## config.mk

```make
export PLATFORM = sky130hd
export DESIGN_NAME = wb_write_queue
export DESIGN_NICKNAME = d
export VERILOG_FILES = /design/src/rtl/mips_pkg.sv /design/src/rtl/wb_fifo.sv /design/src/rtl/wb_write_queue.sv
export SDC_FILE = /design/constraint.sdc
export NUM_CORES = 1
export LEC_CHECK = 0
export ABC_CLOCK_PERIOD_IN_PS = 6870
export CAP_MARGIN = 30
export CELL_PAD_IN_SITES_DETAIL_PLACEMENT = 1
export CELL_PAD_IN_SITES_GLOBAL_PLACEMENT = 1
export CORE_ASPECT_RATIO = 1.2
export CORE_MARGIN = 5
export CORE_UTILIZATION = 48
export CTS_CLUSTER_SIZE = 24
export DETAILED_ROUTE_END_ITERATION = 10
export PLACE_DENSITY = 0.91
export SLEW_MARGIN = 20
export SYNTH_ARGS = -nofsm -noshare
export SYNTH_HDL_FRONTEND = slang
export SYNTH_SLANG_ARGS = --single-unit
```

## constraint.sdc

```tcl
create_clock -name clk -period 6.87 [get_ports clk]
set_clock_uncertainty 0.05 [all_clocks]
set_input_delay 0.687 -clock clk [delete_from_list [all_inputs] [get_ports clk]]
set_output_delay 0.687 -clock clk [all_outputs]
set_load 0.02 [all_outputs]
```

## src/rtl/mips_pkg.sv

```systemverilog
// Shared constants and types for the register-file write path.
package mips_pkg;

  localparam int DATA_W = 32;
  localparam int ADDR_W = 5;

  localparam logic [ADDR_W-1:0] REG_ZERO = '0;

  typedef struct packed {
    logic [ADDR_W-1:0] dst;
    logic [DATA_W-1:0] data;
  } wb_entry;

endpackage

```

## src/rtl/wb_fifo.sv

```systemverilog
// Generic DEPTH-entry FIFO; exposes every slot in age order (0 = oldest)
// so the owner can search pending entries.
module wb_fifo #(
  parameter int WIDTH = 37,
  parameter int DEPTH = 4,
  localparam int PW = $clog2(DEPTH),
  localparam int CW = PW + 1
) (
  input  logic                         clk,
  input  logic                         rst,
  input  logic                         push,
  input  logic [WIDTH-1:0]             push_data,
  input  logic                         pop,
  output logic [WIDTH-1:0]             head,
  output logic [CW-1:0]                count,
  output logic                         full,
  output logic                         empty,
  output logic [DEPTH-1:0]             tap_valid,
  output logic [DEPTH-1:0][WIDTH-1:0]  tap_data
);

  logic [WIDTH-1:0] mem [DEPTH];
  logic [PW-1:0]    wr_ptr;
  logic [PW-1:0]    rd_ptr;
  logic             do_push;
  logic             do_pop;

  assign full    = (count == CW'(DEPTH));
  assign empty   = (count == '0);
  assign do_push = push & ~full;
  assign do_pop  = pop & ~empty;
  assign head    = mem[rd_ptr];

  // Pointers wrap naturally at DEPTH; count disambiguates full from empty.
  always_ff @(posedge clk or negedge rst) begin
    if (!rst) begin
      wr_ptr <= '0;
      rd_ptr <= '0;
      count  <= '0;
      for (int i = 0; i < DEPTH; i++) mem[i] <= '0;
    end else begin
      if (do_push) begin
        mem[wr_ptr] <= push_data;
        wr_ptr      <= wr_ptr + PW'(1);
      end
      if (do_pop) rd_ptr <= rd_ptr + PW'(1);
      if (do_push && !do_pop)      count <= count + CW'(1);
      else if (!do_push && do_pop) count <= count - CW'(1);
    end
  end

  always_comb begin
    for (int i = 0; i < DEPTH; i++) begin
      tap_data[i]  = mem[rd_ptr + PW'(i)];
      tap_valid[i] = (CW'(i) < count);
    end
  end

endmodule

```

## src/rtl/wb_write_queue.sv

```systemverilog
// Buffers ALU and load results and drains them one per cycle into the
// register-file write port, with forwarding of still-pending values.
module wb_write_queue #(
  parameter int DATA_W = mips_pkg::DATA_W,
  parameter int ADDR_W = mips_pkg::ADDR_W,
  parameter int DEPTH  = 4,
  localparam int CW = $clog2(DEPTH) + 1
) (
  input  logic              clk,
  input  logic              rst,
  input  logic              ld_valid,
  output logic              ld_ready,
  input  logic [ADDR_W-1:0] ld_reg,
  input  logic [DATA_W-1:0] ld_data,
  input  logic              alu_valid,
  output logic              alu_ready,
  input  logic [ADDR_W-1:0] alu_reg,
  input  logic [DATA_W-1:0] alu_data,
  input  logic              wb_stall,
  output logic              RegisterWrite,
  output logic [ADDR_W-1:0] writeRegister,
  output logic [DATA_W-1:0] writeBack,
  input  logic [ADDR_W-1:0] fwd_reg1,
  input  logic [ADDR_W-1:0] fwd_reg2,
  output logic              fwd_hit1,
  output logic              fwd_hit2,
  output logic [DATA_W-1:0] fwd_data1,
  output logic [DATA_W-1:0] fwd_data2,
  output logic [CW-1:0]     count,
  output logic              full,
  output logic              empty
);

  localparam int EW = ADDR_W + DATA_W;
  localparam logic [ADDR_W-1:0] REG_ZERO = ADDR_W'(mips_pkg::REG_ZERO);

  logic                      ld_fire;
  logic                      alu_fire;
  logic                      push;
  logic                      pop;
  logic [EW-1:0]             push_data;
  logic [EW-1:0]             head;
  logic [DEPTH-1:0]          tap_valid;
  logic [DEPTH-1:0][EW-1:0]  tap_data;

  // Load wins arbitration; writes to r0 complete the handshake but are dropped.
  assign ld_ready  = ~full;
  assign alu_ready = ~full & ~ld_valid;
  assign ld_fire   = ld_valid & ld_ready;
  assign alu_fire  = alu_valid & alu_ready;
  assign push      = (ld_fire && ld_reg != REG_ZERO) || (alu_fire && alu_reg != REG_ZERO);
  assign push_data = ld_valid ? {ld_reg, ld_data} : {alu_reg, alu_data};
  assign pop       = ~empty & ~wb_stall;

  wb_fifo #(
    .WIDTH (EW),
    .DEPTH (DEPTH)
  ) u_fifo (
    .clk       (clk),
    .rst       (rst),
    .push      (push),
    .push_data (push_data),
    .pop       (pop),
    .head      (head),
    .count     (count),
    .full      (full),
    .empty     (empty),
    .tap_valid (tap_valid),
    .tap_data  (tap_data)
  );

  always_ff @(posedge clk or negedge rst) begin
    if (!rst) begin
      RegisterWrite <= 1'b0;
      writeRegister <= '0;
      writeBack     <= '0;
    end else begin
      RegisterWrite <= pop;
      if (pop) begin
        writeRegister <= head[EW-1 -: ADDR_W];
        writeBack     <= head[DATA_W-1:0];
      end
    end
  end

  // Later matches override earlier ones, so the youngest entry wins.
  function automatic logic [DATA_W:0] lookup(input logic [ADDR_W-1:0] idx);
    logic [DATA_W:0] res;
    res = '0;
    if (RegisterWrite && writeRegister == idx) res = {1'b1, writeBack};
    for (int i = 0; i < DEPTH; i++) begin
      if (tap_valid[i] && tap_data[i][EW-1 -: ADDR_W] == idx)
        res = {1'b1, tap_data[i][DATA_W-1:0]};
    end
    if (idx == REG_ZERO) res = '0;
    return res;
  endfunction

  always_comb begin
    {fwd_hit1, fwd_data1} = lookup(fwd_reg1);
    {fwd_hit2, fwd_data2} = lookup(fwd_reg2);
  end

endmodule

```

# ---- Word-level counts from Yosys, hierarchy flattened
# Index checks and enable logic that the tools add are counted.
dict set report word_totals {
  regBits 193
  inputBits 89
  elab_cells 106
}
dict set report classes {
  n_addsub 6
  order_cmp 10
  eq_ne 11
  mux 30
  bitwise_logic 15
  n_reduce_logical 24
}
# op count
set ops {}
lappend ops {{33-bit two-way mux} 12}
lappend ops {{37-bit two-way mux} 10}
lappend ops {{37-bit binary-select mux with 2-bit select} 4}
lappend ops {{148-bit bitwise mux} 1}
lappend ops {{37-bit demux with 2-bit select} 1}
lappend ops {{5-bit == test} 10}
lappend ops {{3-bit greater-or-equal comparator (second input constant)} 5}
lappend ops {{1-bit logical AND} 15}
lappend ops {{2-bit inverter with 3-bit output} 5}
lappend ops {{5-bit logical NOT} 2}
lappend ops {{5-bit nonzero test} 2}
lappend ops {{1-bit AND} 6}
lappend ops {{1-bit by 3-bit less-than comparator with 1-bit output (first input constant)} 2}
lappend ops {{2-bit by 3-bit less-than comparator with 1-bit output (first input constant)} 2}
lappend ops {{3-bit two-way mux} 2}
lappend ops {{2-bit by 1-bit adder with 2-bit output (second input constant)} 2}
lappend ops {{2-bit adder (second input constant)} 2}
lappend ops {{1-bit inverter} 4}
lappend ops {{3-bit by 1-bit adder with 3-bit output (second input constant)} 1}
lappend ops {{3-bit == test (second input constant)} 1}
lappend ops {{3-bit logical NOT} 1}
lappend ops {{3-bit by 1-bit less-than comparator with 1-bit output (second input constant)} 1}
lappend ops {{3-bit by 1-bit subtractor with 3-bit output (second input constant)} 1}
lappend ops {{1-bit logical NOT} 2}
lappend ops {{2 further kinds} 2}

# ---- Depth between registers and ports, before layout
# Gate-level depths: netlist (run 1).
dict set report logic_depth {
  depth_word 11
  mapped_depth 10
  depth_no_buf 9
}

# ---- Modules after synthesis
# From an unflattened synthesis (run 1), not the netlist that was laid out.
dict set report hier_totals {
  hier_cells 1279
  hier_area_um2 15931.5
}
# mod instances cells_each area_each_um2
set by_module_without_submodules {}
lappend by_module_without_submodules {wb_fifo 1 573 10440.0}
lappend by_module_without_submodules {wb_write_queue 1 706 5491.5}

# ---- Worst setup path after synthesis (run 1)
# OpenSTA, ideal clock, no wires.
dict set report synth_timing {
  path_type {input -> output}
  start {in fwd_reg1[1]}
  end {out fwd_data1[31]}
  arrival_ns 2.572
  path_slack_ns 3.561
  cell_stages 8
  n_path_buf 2
  path_cell_list {clkbuf_1 -> xor2_1 -> nor4_1 -> nand3_1 -> o21ba_2 -> buf_6 -> a221oi_1 -> o31ai_1}
}
dict set report synth_between {
  elab_chain_len 8
  word_cells_on_any_way 17
}
# item line
set synth_rtl {}
lappend synth_rtl {{start, declared} wb_write_queue.sv:23} ;# input logic [ADDR_W-1:0] fwd_reg1,
lappend synth_rtl {{5-bit == test} wb_write_queue.sv:90} ;# if (RegisterWrite && writeRegister == idx) res = {1'b1, writeBack};
lappend synth_rtl {{1-bit logical AND} wb_write_queue.sv:90}
lappend synth_rtl {{33-bit two-way mux} wb_write_queue.sv:90}
lappend synth_rtl {{33-bit two-way mux (4 in a row)} wb_write_queue.sv:92} ;# if (tap_valid[i] && tap_data[i][EW-1 -: ADDR_W] == idx)
lappend synth_rtl {{33-bit two-way mux *} wb_write_queue.sv:95} ;# if (idx == REG_ZERO) res = '0;
lappend synth_rtl {{end, declared} wb_write_queue.sv:27} ;# output logic [DATA_W-1:0] fwd_data1,
# Every way passes the cells marked *; elsewhere a longest branch is shown, timed or not.

# ---- Final worst setup path (run 1)
dict set report layout_timing {
  start {reg u_fifo.rd_ptr[0]}
  end {out fwd_data2[0]}
}
dict set report layout_between {
  elab_chain_len 11
  word_cells_on_any_way 32
}
# item line
set layout_rtl {}
lappend layout_rtl {{start, declared} wb_fifo.sv:24} ;# logic [PW-1:0] rd_ptr;
lappend layout_rtl {{start signal, assigned} wb_fifo.sv:46} ;# if (do_pop) rd_ptr <= rd_ptr + PW'(1);
lappend layout_rtl {{2-bit by 1-bit adder with 2-bit output or 2-bit inverter with 3-bit output (tied branches)} wb_fifo.sv:54} ;# tap_data[i] = mem[rd_ptr + PW'(i)];
lappend layout_rtl {{2-bit inverter with 3-bit output (implied by the code) or 37-bit binary-select mux with 2-bit select (tied branches)} wb_fifo.sv:54}
lappend layout_rtl {{37-bit binary-select mux with 2-bit select or 37-bit two-way mux (tied branches)} wb_fifo.sv:54}
lappend layout_rtl {{37-bit two-way mux (implied by the code)} wb_fifo.sv:54}
lappend layout_rtl {{37-bit two-way mux (implied by the code) or 5-bit == test (tied branches)} {wb_fifo.sv:54, wb_write_queue.sv:92}}
lappend layout_rtl {{5-bit == test or 1-bit logical AND (tied branches)} wb_write_queue.sv:92}
lappend layout_rtl {{1-bit logical AND or 33-bit two-way mux (tied branches)} wb_write_queue.sv:92}
lappend layout_rtl {{33-bit two-way mux (2 in a row)} wb_write_queue.sv:92}
lappend layout_rtl {{33-bit two-way mux *} wb_write_queue.sv:92}
lappend layout_rtl {{33-bit two-way mux *} wb_write_queue.sv:95}
lappend layout_rtl {{end, declared} wb_write_queue.sv:28} ;# output logic [DATA_W-1:0] fwd_data2,
# Every way passes the cells marked *; elsewhere a longest branch is shown, timed or not. The select of a mux whose other input is x is not followed.

==> impl_metrics.toml, run 1 <==
[global_routing]
grt_max_degree = 76
first_global_vias = 13937
gr-total-overflow = 0
grt_usage = 0.294
grt_first_pass_wirelength_um = 77200
antenna_found_initial = 0

[layout]
drive_gt1_frac = 0.207
area_delta_synth_final_pct = 20.2
nets = 1562
n_fill_cell = 3091
layout_common_cells = "nand2_1 (270), clkdlybuf4s50_1 (197), dfrtp_1 (191), o21ai_0 (151), mux4_2 (148)"
antenna_cells = 0
final_common_cell = "nand2_1"

[sta]
clock.fmax_ghz = 0.169
max-slew-margin-rel = 0.304
timing.final.crit_share = 0.863
period_minus_slack_ps = 5930
finalHoldViolCount = 0
fin_tns_setup_ps = 0
setup_violations = 0
rsz0062_at_grt = "no"
drv_slew = 0
tightest_slew_ps = 1040

[critical_path]
endpoint_kind = "primary output"
rrSetupSlack_ps = 3420
path_max_fanout = 55
required_ps = 6130
cp-startpoint = "u_fifo.rd_ptr[0]"
r2r-end = "u_fifo.mem[60]"
arrival_ps = 5190
regToRegStartpoint = "u_fifo.count[0]"
reg2reg_depth = 9
setup.worst_path.class = "reg -> out"
critPathLaunchType = "flop"

[routing]
wl_per_cell_um = 26.9
drt_iter0_drc = 1330
firstDrtPassIters = 5
drt-total-wl_um = 50200
vias_per_cell = 6.93
postRouteAntennaNets = 0
vias = 12935
drc = 0

[logic_synthesis]
synth_cell_types = 40
synth_compound_area_frac = 0.189
ys.flop_type = "dfrtp_1"
synth_fa_ha_area_frac = 0.00789
synth_area_um2 = 14300
synth_mux_area_frac = 0.260
netlist_instances = 1359
ys_seq_elements = 193
synth_top_area_cell = "dfrtp_1"
yosys_warnings = 0
ys_seq_area_frac = 0.339
ys_async_sr_fraction = 1.00
synth_xor_area_frac = 0.0344
synth-simple-area-share = 0.119
synth_nets = 1457
synthTopCellsByArea = "dfrtp_1 (34%), mux4_2 (23%), nand2_1 (7.2%), o21ai_0 (5.3%), a221oi_2 (4.2%)"
yosysTopAreaCellShare = 0.339
synth_edf_count = 0
synth_area_per_cell_um2 = 10.5
synth_top_family_by_area = "multiplexers"

[pwr]
power_density_nw_per_um2 = 547
p_total_mw = 9.37
p_leak_nw = 6.70
ir_drop_v = 0.000238

[clocking]
ctsResizeCount = 0
insertion_delay_ps = 450
cts_max_path_buffers = 2
clock-sinks = 193
cts_setup_buffers = 0
postCtsHoldBufs = 0
h-tree-depth = 4
numCtsBuffers = 17
tritoncts = "built"
root_buffer = "clkbuf_16"
path_clk_slew_ps = 70

[placed_design]
dpl.hpwl_um = 32200
port-buffer-count = 199
gp_congestion = 0.838

[outcome]
status = "complete, no violations"

[floorplanning]
initial_utilization = 0.485
boundaryPins = 200
core-area_um2 = 29400
core.rowCount = 69
die_x_um = 167
dieArea_um2 = 33300
die_y_um = 199

[job]
drv_cap = 0

[hold_path]
hp-class = "in -> async"
[how the worst max path moves through the flow]
stage,endpoint,slack [ps],cells past startpoint
6_report,fwd_data2[0],940,9
5_1_grt,fwd_data2[0],750,9
4_1_cts,fwd_data1[13],930,7
3_5_place_dp,fwd_data1[13],1400,7
3_3_place_gp,fwd_data1[13],1570,7
2_1_floorplan,fwd_data1[31],3560,8
[sequential cells by signal (all words and copies together), names as in the netlist]
register	count
u_fifo.count	3
u_fifo.rd_ptr	2
u_fifo.wr_ptr	2
writeRegister	5
u_fifo.mem	148
RegisterWrite	1
writeBack	32
[power by group]
part	switching, mW	total [mW]	internal [mW]
combinational	3.06	5.81	2.75
clock	0.475	1.05	0.574
sequential	0.838	2.51	1.67
[area by class of cell]
cell class | count | area [µm²] | area share
Multi-Input combinational cell | 1014 | 8780 | 0.512
Sequential cell | 193 | 4840 | 0.282
Timing Repair Buffer | 230 | 2420 | 0.141
Tap cell | 390 | 488 | 0.0285
Clock buffer | 19 | 433 | 0.0253
Clock inverter | 12 | 156 | 0.00912
Inverter | 8 | 30.0 | 0.00175
[worst max-delay path, stage by stage (launching register included)]
cell	delay, ps
dfrtp_4	1020
buf_4	560
mux4_2	610
xnor2_1	250
nand3_1	180
nor3_4	180
buf_4	580
a221oi_1	130
o31ai_1	490
clkdlybuf4s50_1	710
[cell usage after synthesis (all sizes together) (3+ instances only)]
cell type  instances
nand2            274
dfrtp            193
o21ai            152
mux4             148
clkbuf            82
nor2              74
a221oi            65
a32oi             64
o31ai             64
buf               62
xnor2             43
mux2i             38
or2               35
xor2              13
ha                 9
inv                8
nand4              6
nor3               6
nand3              4
nor4               4
o21ba              4
or4                3
[logic make-up after synthesis]
group | after synthesis
and+or+nand+nor | 409
AOI/OAI and AO/OA | 354
DFF | 193
muxes | 186
buffers and inverters | 152
xor gates and xnor gates | 56
adders and majority gates | 9
[layer usage]
metal,part of all wire,global-route usage
met1,0.37,0.358
met5,0,0
met4,0.043,0.152
met3,0.076,0.0473
met2,0.52,0.507
[metrics by stage]
stage | setup WS, ps | std cells | utilization | hold WS [ps] | instance area [µm²]
3_3_place_gp | 1570 | 1825 | 0.553 | 461 | 16300
4_1_cts | 932 | 1860 | 0.577 | 242 | 17000
3_5_place_dp | 1400 | 1829 | 0.557 | 488 | 16400
5_1_grt | 748 | 1866 | 0.582 | 268 | 17100
6_report | 944 | 1866 | 0.582 | 221 | 17100
2_1_floorplan | 3560 | 1359 | - | 341 | 14300
Note: power is estimated with default switching activity, not from simulation.
==> inputs of run 2 (changes only) <==
Settings changed: ABC_CLOCK_PERIOD_IN_PS 6870 to 5140, CORE_UTILIZATION 48 to 40, PLACE_DENSITY 0.91 to 0.81.
Clock period 6.87 ns to 5.14 ns, I/O delays scaled along.
==> run 2 against run 1 <==
Compared with the run above:
- worst setup slack lost 790 ps
- cell count is 4.9% higher
- global-route usage fell by 4.3 points
- critical path depth down 2
- non-clock buffer count increased by 20
- die area is 19% higher
- via count down 1.2%
- sequential cell count stayed put
- wire length is 0.74% higher
- cell area is 1.2% higher
- core utilization shrank 8.8 points
- critical path type unchanged
- largest cell class unchanged
==> impl_metrics.toml, run 2 (same netlist as run 1, synthesis figures left out) <==
[clocking]
numCtsBuffers = 17
path_clk_slew_ps = 60
root_buffer = "clkbuf_16"
h-tree-depth = 4
cts_max_path_buffers = 2
tritoncts = "built"
postCtsHoldBufs = 0
insertion_delay_ps = 440
clock-sinks = 193

[pwr]
p_leak_nw = 6.78
pwr-share-comb = 0.631
p_total_mw = 12.5
ir_drop_v = 0.000304
intPower_mw = 6.74
clkPwrFrac = 0.109
seq_power_share = 0.260
swShare = 0.461
power_switching_mw = 5.77
power_density_nw_per_um2 = 721

[layout]
final_common_cell = "nand2_1"
nets = 1582
top_register = "u_fifo.mem"
drive_gt1_frac = 0.217
largest_reg_flops = 148
final_area_um2 = 17400
regArea_um2 = 4840
multi_input_area_um2 = 8790
reg_top3 = "u_fifo.mem (148), writeBack (32), writeRegister (5)"
n_fill_cell = 3770
area_delta_synth_final_pct = 21.6
antenna_cells = 0
layout_common_cells = "nand2_1 (270), clkdlybuf4s50_1 (197), dfrtp_1 (191), o21ai_0 (151), mux4_2 (148)"
post-route-util = 0.494

[placed_design]
place_ws_ps = 652
detailed_place.area_um2 = 16600
port-buffer-count = 199
dpl.hpwl_um = 33500
gp_congestion = 0.844

[routing]
postRouteAntennaNets = 0
drt-total-wl_um = 50600
vias_per_cell = 6.53
wl_per_cell_um = 25.8
drc = 0
drt_iter0_drc = 940
firstDrtPassIters = 5
vias = 12780

[global_routing]
grt_max_degree = 104
gr-total-overflow = 0
grt_usage = 0.251
antenna_found_initial = 0
first_global_vias = 13462
grt_first_pass_wirelength_um = 78200

[critical_path]
reg2reg_depth = 9
r2r-end = "u_fifo.mem[65]"
endpoint_kind = "primary output"
regToRegStartpoint = "u_fifo.count[0]"
rrSetupSlack_ps = 1660
arrival_ps = 4420
setup.worst_path.class = "reg -> out"
path_max_fanout = 34
required_ps = 4580
critPathLaunchType = "flop"
critPathCapture = "fwd_data1[13]"
cp-startpoint = "u_fifo.rd_ptr[0]"

[sta]
setup_violations = 0
period_minus_slack_ps = 4980
fin_tns_setup_ps = 0
drv_slew = 0
fin_ws_ps = 155
timing.final.crit_share = 0.970
max-slew-margin-rel = 0.350
rsz0062_at_grt = "no"
tightest_slew_ps = 974
finalHoldViolCount = 0
clock.fmax_ghz = 0.201

[floorplanning]
dieArea_um2 = 39600
core.rowCount = 75
core-area_um2 = 35100
boundaryPins = 200
die_y_um = 217
die_x_um = 182
initial_utilization = 0.406

[hold_path]
hp-class = "in -> async"

[job]
drv_cap = 0

[outcome]
status = "complete, no violations"
-- run 2: how the worst min path moves through the flow --
stage / end / slack [ps] / cells past startpoint
after global placement: u_fifo.mem[123] / 460 / 2
after detailed placement: u_fifo.mem[17] / 480 / 2
after floorplan: RegisterWrite / 170 / 0
final: u_fifo.mem[117] / 120 / 1
after CTS: writeBack[6] / 160 / 1
after global routing: u_fifo.mem[117] / 210 / 1
-- run 2: timing repair --
item	CTS	global route
resized for setup	0	1
setup buffers	0	11
endpoints found under the setup margin	0	22
-- run 2: routing by layer --
layer	part of all wire	GRT usage	up-vias
met4	0.033	0.0893	0
met5	0	0	-
met2	0.51	0.439	616
met3	0.067	0.0394	123
li1	-	-	5430
met1	0.39	0.315	6611
-- run 2: stage by stage --
step                hold slack (ps)  std cells
global placement                464       1911
global route                    206       1957
CTS                             162       1945
floorplan                       168       1359
finish                          121       1957
detailed placement              483       1915
-- run 2: worst max-delay path: stages, from the launching register on --
cell and delay [ps]:
dfrtp_4 800, mux4_2 630, xor2_1 170, nor3_1 420, and4_4 530, a221oi_1 90, o31ai_1 580, clkdlybuf4s50_1 730
-- run 2: final cells by class --
class | count | share of cell area
well taps | 462 | 0.0333
multi-input cells | 1014 | 0.506
flip-flops and latches | 193 | 0.279
clock buffers | 22 | 0.0273
clock inverters | 8 | 0.00606
repair buffers | 250 | 0.146
inverters | 8 | 0.00173
-- run 2: power groups by stage --
stage / clock network (mW) / logic (mW) / registers, mW
6_report: 1.37 / 7.89 / 3.25
5_1_grt: 1.45 / 8.44 / 3.37
4_1_cts: 1.39 / 7.83 / 3.23
3_5_place_dp: 0 / 7.76 / 3.25
3_3_place_gp: 0 / 7.41 / 3.14
2_1_floorplan: 0 / 5.46 / 3.00
